<file path="config.mk">
export PLATFORM = sky130hd
export DESIGN_NAME = freq_meter
export DESIGN_NICKNAME = d
export VERILOG_FILES = /design/src/rtl/freq_meter_pkg.sv /design/src/rtl/freq_meter_edge_det.sv /design/src/rtl/freq_meter.sv
export SDC_FILE = /design/constraint.sdc
export NUM_CORES = 1
export LEC_CHECK = 0
export CELL_PAD_IN_SITES_DETAIL_PLACEMENT = 1
export CELL_PAD_IN_SITES_GLOBAL_PLACEMENT = 1
export CORE_AREA = 2 2 113 115
export CTS_CLUSTER_DIAMETER = 100
export CTS_CLUSTER_SIZE = 40
export DETAILED_ROUTE_END_ITERATION = 12
export DIE_AREA = 0 0 115 117
export PLACE_DENSITY_LB_ADDON = 0.1
export SLEW_MARGIN = 10
export SYNTH_ARGS = -nofsm -noshare
export SYNTH_HDL_FRONTEND = slang
export SYNTH_SLANG_ARGS = --single-unit
</file>
<file path="constraint.sdc">
create_clock -name clk -period 9.4 [get_ports clk]
set_clock_uncertainty 0.15 [all_clocks]
set_input_delay 2.82 -clock clk [delete_from_list [all_inputs] [get_ports clk]]
set_output_delay 2.82 -clock clk [all_outputs]
set_load 0.005 [all_outputs]
</file>
<file path="src/rtl/freq_meter_pkg.sv">
// Shared types and constants for the gated frequency meter.
package freq_meter_pkg;

   typedef enum logic [1:0] {
      IDLE = 2'd0,
      ARM  = 2'd1,
      GATE = 2'd2
   } state_t;

   localparam logic [1:0] BYTE_0 = 2'd0;
   localparam logic [1:0] BYTE_1 = 2'd1;
   localparam logic [1:0] BYTE_2 = 2'd2;
   localparam logic [1:0] BYTE_3 = 2'd3;

   function automatic int gate_div(input logic [1:0] sel);
      case (sel)
         2'd0:    return 1;
         2'd1:    return 10;
         2'd2:    return 100;
         default: return 1000;
      endcase
   endfunction

endpackage

</file>
<file path="src/rtl/freq_meter_edge_det.sv">
// Synchronizer and rising-edge detector for sig_in.
// FREQ_METER_DEGLITCH_EN adds a two-sample agreement filter (4 clk latency).
module freq_meter_edge_det
   import freq_meter_pkg::*;
(
   input  logic clk,
   input  logic rst_n,
   input  logic sig_in,
   output logic edge_pulse
);

   logic sync1, sync2;

`ifdef FREQ_METER_DEGLITCH_EN
   logic sync3, filt;

   always_ff @(posedge clk or negedge rst_n) begin
      if (!rst_n) begin
         sync1 <= 1'b0;
         sync2 <= 1'b0;
         sync3 <= 1'b0;
         filt  <= 1'b0;
      end else begin
         sync1 <= sig_in;
         sync2 <= sync1;
         sync3 <= sync2;
         if (sync2 == sync3) filt <= sync2;
      end
   end

   // pulse in the cycle the filter is about to rise
   assign edge_pulse = sync2 & sync3 & ~filt;
`else
   logic prev;

   always_ff @(posedge clk or negedge rst_n) begin
      if (!rst_n) begin
         sync1 <= 1'b0;
         sync2 <= 1'b0;
         prev  <= 1'b0;
      end else begin
         sync1 <= sig_in;
         sync2 <= sync1;
         prev  <= sync2;
      end
   end

   assign edge_pulse = sync2 & ~prev;
`endif

endmodule

</file>
<file path="src/rtl/freq_meter.sv">
// Gated frequency counter: counts sig_in rising edges over a gate of clk cycles.
// Optional input deglitch filter via FREQ_METER_DEGLITCH_EN (see freq_meter_edge_det).
module freq_meter
   import freq_meter_pkg::*;
#(
   parameter int CLK_HZ      = 60000000,
   parameter int GATE_CYCLES = CLK_HZ,
   parameter int CNT_W       = 26
) (
   input  logic             clk,
   input  logic             rst_n,
   input  logic             run,
   input  logic [1:0]       gate_sel,
   input  logic             sig_in,
   input  logic [1:0]       byte_sel,
   output logic [CNT_W-1:0] freq_cnt,
   output logic             valid,
   output logic             ovf,
   output logic             busy,
   output logic [7:0]       data_out
);

   localparam int GW = $clog2(GATE_CYCLES + 1);
   localparam logic [CNT_W-1:0] CNT_MAX = '1;
   localparam logic [GW-1:0] LEN0 = GW'(GATE_CYCLES / gate_div(2'd0));
   localparam logic [GW-1:0] LEN1 = GW'(GATE_CYCLES / gate_div(2'd1));
   localparam logic [GW-1:0] LEN2 = GW'(GATE_CYCLES / gate_div(2'd2));
   localparam logic [GW-1:0] LEN3 = GW'(GATE_CYCLES / gate_div(2'd3));

   state_t           state, state_next;
   logic [GW-1:0]    gate_cnt, gate_len, len_sel;
   logic [CNT_W-1:0] edge_cnt, edge_cnt_next;
   logic             ovf_int, ovf_int_next;
   logic             edge_pulse, arm, capture, last;
   logic [31:0]      word;

   freq_meter_edge_det u_edge_det (
      .clk        (clk),
      .rst_n      (rst_n),
      .sig_in     (sig_in),
      .edge_pulse (edge_pulse)
   );

   always_comb begin
      case (gate_sel)
         2'd0:    len_sel = LEN0;
         2'd1:    len_sel = LEN1;
         2'd2:    len_sel = LEN2;
         default: len_sel = LEN3;
      endcase
   end

   assign last = (gate_cnt == gate_len - GW'(1));

   // saturating edge count; an increment attempted at full scale flags overflow
   always_comb begin
      edge_cnt_next = edge_cnt;
      ovf_int_next  = ovf_int;
      if (edge_pulse) begin
         if (edge_cnt == CNT_MAX) ovf_int_next  = 1'b1;
         else                     edge_cnt_next = edge_cnt + CNT_W'(1);
      end
   end

   always_ff @(posedge clk or negedge rst_n) begin
      if (!rst_n) state <= IDLE;
      else        state <= state_next;
   end

   always_comb begin
      state_next = state;
      arm        = 1'b0;
      capture    = 1'b0;
      case (state)
         IDLE: if (run) state_next = ARM;
         ARM: begin
            arm        = 1'b1;
            state_next = run ? GATE : IDLE;
         end
         GATE: begin
            if (!run) begin
               state_next = IDLE;
            end else if (last) begin
               capture    = 1'b1;
               state_next = ARM;
            end
         end
         default: state_next = IDLE;
      endcase
   end

   always_ff @(posedge clk or negedge rst_n) begin
      if (!rst_n) begin
         gate_cnt <= '0;
         gate_len <= '0;
         edge_cnt <= '0;
         ovf_int  <= 1'b0;
         freq_cnt <= '0;
         ovf      <= 1'b0;
         valid    <= 1'b0;
      end else begin
         valid <= capture;
         if (arm) begin
            gate_cnt <= '0;
            edge_cnt <= '0;
            ovf_int  <= 1'b0;
            gate_len <= len_sel;
         end else if (state == GATE) begin
            gate_cnt <= gate_cnt + GW'(1);
            edge_cnt <= edge_cnt_next;
            ovf_int  <= ovf_int_next;
         end
         if (capture) begin
            freq_cnt <= edge_cnt_next;
            ovf      <= ovf_int_next;
         end
      end
   end

   assign busy = (state != IDLE);

   always_comb begin
      word            = '0;
      word[CNT_W-1:0] = freq_cnt;
      word[31]        = ovf;
   end

   always_comb begin
      case (byte_sel)
         BYTE_0:  data_out = word[7:0];
         BYTE_1:  data_out = word[15:8];
         BYTE_2:  data_out = word[23:16];
         default: data_out = word[31:24];
      endcase
   end

endmodule
</file>
==> impl_results.md <==
* Cts bufs inserted at 9
* Global-route wire length before repair at 25610 um
* Crit-path max FO at 9
* PD cells at 214.2 mW/mm^2
* Hold path start: u_edge_det.sync1
* Syn. warnings at 0
* Top cell by count, worst path: clkdlybuf4s50_1
* GRT Residual Overflow at 0
* #FFs+latches synth at 96
* Layout area overhead at 13.50%
* GRT Total Usage at 24.54%
* Via Count at 4773
* Initial Util at 48.41%
* Largest cells by area after synthesis: dfrtp_1 40%, xnor2_1 4.8%, mux2_4 4.3%
* Mapped cell area at 0.005961 mm^2
* Slowest CP cell: clkdlybuf4s50_1
* I/O pin total at 45
* Met3 usage at 4.634%
* Dpl ws at 1.807 ns
* Fin Setup TNS at 0 ns
* TritonRoute pass-1 iters at 4
* Max Cap Viol at 0
* Routability congestion estimate at 0.8572
* Worst flop-to-flop path endpoint: freq_cnt[4]
* Cell taking the most area after synthesis: dfrtp_1
* Number of buffers added on ports at 44
* Class of the worst hold path: flip-flop to flip-flop
* Post-Syn Area per Cell at 9.692 um^2
* Busiest grt layer: met2
* Final setup vio count at 0
* Slew Limit Headroom at 39.73%
* Die width at 115 um
* Final worst slack at 1.821 ns
* Clk_lat worst skew at 0.36 ns
* Fill cell count at 1401
* M1 GR Usage at 29.88%
* Startpoint types: input port
* Root Driver: clkbuf_16
* CP Class: input port to output pin
* Final hold violation count at 0
* Final wirelength at 15780 um
* H-tree levels at 3
* Worst-path cell chain: clkdlybuf4s50_1 -> mux4_2 -> clkdlybuf4s50_1
* Sequential share of the synthesized area at 40.30%
* Total power draw at 1.449 mW
* Highest clock rate at 131.9 MHz
* # DRC at 0
* Final Max Tran Viols at 0
* Vias per cell at 5.959
* Synthesized Nets at 637
* Clock slew at reported path FFs at 0.07 ns
* Hold_buf cts at 0
* Worst-margin pin slew at 0.9041 ns
* Flop2flop setup slack at 5.25 ns
* Antenna Cells at 0
* TritonCTS clock tree: done
* CP startpoint: byte_sel[0]
* Wire per inst at 19.70 um
* ANT nets after route at 0
* CTS Buffer Depth at 2
* EDFF count, synth at 0
* Initial antenna violation count at 0
* Status: finished clean
* Dpl hpwl at 11530 um
* Iter 0 DRT Violations at 115
* Hold Crit Depth at 0
* Critical path required time at 6.43 ns
* CP delay by family, top: buffers and inverters
* Min Tclk post-route at 7.579 ns
* CTS-repair resized insts at 0
* Nets@finish at 669
* Critical Path Sink Type: output pin
* Die Height at 117 um
* Ys async rst share at 100.0%
* Top-area cell type share of the netlist area at 40.30%
* Final Instance Area at 0.006765 mm^2
* Layout cells sized above 1 at 9.985%
* Cell row count at 41
* CP Buf/Inv Count at 2
* Maximum VDD drop at 0.0001178 V
* Core ar. at 0.01231 mm^2
* RSZ-0062 raised after global routing: false
* Largest net degree at the start of global routing at 55
* Clock sink count at 96
* Post-DP Area at 0.006445 mm^2
* Die ar. at 0.01346 mm^2
* Crit share post-route at 80.63%
* Post-CTS Setup Bufs at 0
* Cell count of the worst reg-to-reg path at 9
* CP Data Arrival Time at 4.61 ns
* Synthesized instance count at 615
* M2 GR Usage at 42.78%
* R2R Path Start: gate_len[13]
* Vias in the first global route at 4932
* Slowest stage delay, CP at 0.77 ns
* Cell leakage power at 2.878 nW
* Count of cell types in the netlist at 65
* Synth Flop Type: dfrtp_1
* Hold Path Sink: u_edge_det.sync2
-- flip-flops by register name, indices dropped and copies added, names as in the netlist --
| register | flops |
|---|---|
| edge_cnt | 26 |
| freq_cnt | 26 |
| gate_cnt | 26 |
| gate_len | 10 |
| ovf | 1 |
| ovf_int | 1 |
| state | 2 |
| u_edge_det.prev | 1 |
| u_edge_det.sync1 | 1 |
| u_edge_det.sync2 | 1 |
| valid | 1 |
-- layer usage --
metal | vias up | part of all wire (%) | routed length [um]
met2 | 102 | 50 | 7894
met4 | 0 | 2.5 | 400
met5 | - | 0 | 0
li1 | 2252 | - | -
met1 | 2395 | 44 | 6969
met3 | 24 | 3.3 | 515
-- worst max-delay path by stage --
stage | to | cells after the start
after floorplan | data_out[0] | 2
after global placement | data_out[7] | 3
after detailed placement | data_out[7] | 3
after CTS | data_out[7] | 3
after global routing | data_out[5] | 5
final | data_out[7] | 3
-- where the power goes --
part           switching [mW]  internal [mW]
Combinational           0.292          0.193
Sequential             0.0976          0.461
Clock                   0.165          0.241
Total                   0.555          0.895
-- per-stage QoR --
step	std cells	utilization [%]	hold WS [ns]
after floorplan	615	-	0.1812
after global placement	786	52.35	0.1822
after detailed placement	786	52.35	0.2067
after CTS	801	54.95	0.2233
after global routing	801	54.95	0.2254
final	801	54.95	0.2166
-- cell usage in the layout, fill, tap and decap left out, drive strengths merged, types with 5 or more instances in the layout --
| cell type | synthesis | layout |
|---|---|---|
| a21oi | 14 | 14 |
| a311o | 8 | 8 |
| and2 | 7 | 7 |
| and3 | 12 | 12 |
| and4 | 6 | 6 |
| buf | 8 | 5 |
| clkbuf | 18 | 11 |
| clkdlybuf4s50 | 1 | 43 |
| dfrtp | 96 | 96 |
| ha | 14 | 14 |
| inv | 34 | 35 |
| mux2 | 29 | 29 |
| mux2i | 20 | 20 |
| nand2 | 43 | 43 |
| nand2b | 6 | 6 |
| nand3 | 25 | 25 |
| nand4 | 19 | 19 |
| nor2 | 55 | 55 |
| nor2b | 19 | 19 |
| nor3 | 16 | 16 |
| nor4 | 7 | 7 |
| nor4b | 6 | 6 |
| o21a | 5 | 5 |
| o21ai | 20 | 20 |
| o22ai | 17 | 17 |
| or3 | 8 | 8 |
| xnor2 | 33 | 33 |
| xor2 | 22 | 22 |
-- cell usage after synthesis (5+ instances only) --
cell type,count
dfrtp_1,96
nor2_1,54
nand2_1,43
inv_1,34
xnor2_1,33
nand3_1,25
xor2_1,22
mux2i_1,20
o21ai_0,20
nand4_1,19
nor2b_1,19
clkbuf_1,17
mux2_4,17
o22ai_1,17
nor3_1,16
a21oi_1,14
ha_1,14
mux2_2,12
and3_1,11
a311o_1,8
nor4_1,7
or3_1,7
and2_1,6
and4_1,6
nand2b_1,6
nor4b_1,6
o21a_1,5
-- worst reg2reg max path, delay by kind of cell (launching register included) --
family                   cells  cell delay (ns)
buffers and inverters        1             0.13
AND/OR/NAND/NOR              6             2.57
flip-flops                   1             0.50
adder cells (fa/ha/maj)      1             0.29
multiplexers                 1             0.42
-- layout make-up --
type,instances,area (um^2),area share (%)
clock buffer,11,242.7,3.588
clock inverter,4,77.57,1.147
inverter,34,127.6,1.886
multi-input combinational,458,3259,48.18
sequential,96,2402,35.51
tap,150,187.7,2.774
timing repair buffer,48,467.9,6.917
-- cells by family after synthesis --
kind of cell,share of synthesized area (%)
buffers and inverters,5.017
AND/OR/NAND/NOR,21.73
AO/OA/AOI/OAI,10.89
flip-flops,40.30
adder cells (fa/ha/maj),2.939
XOR/XNOR,8.081
multiplexers,11.04
(Power assumes the default switching activity.)
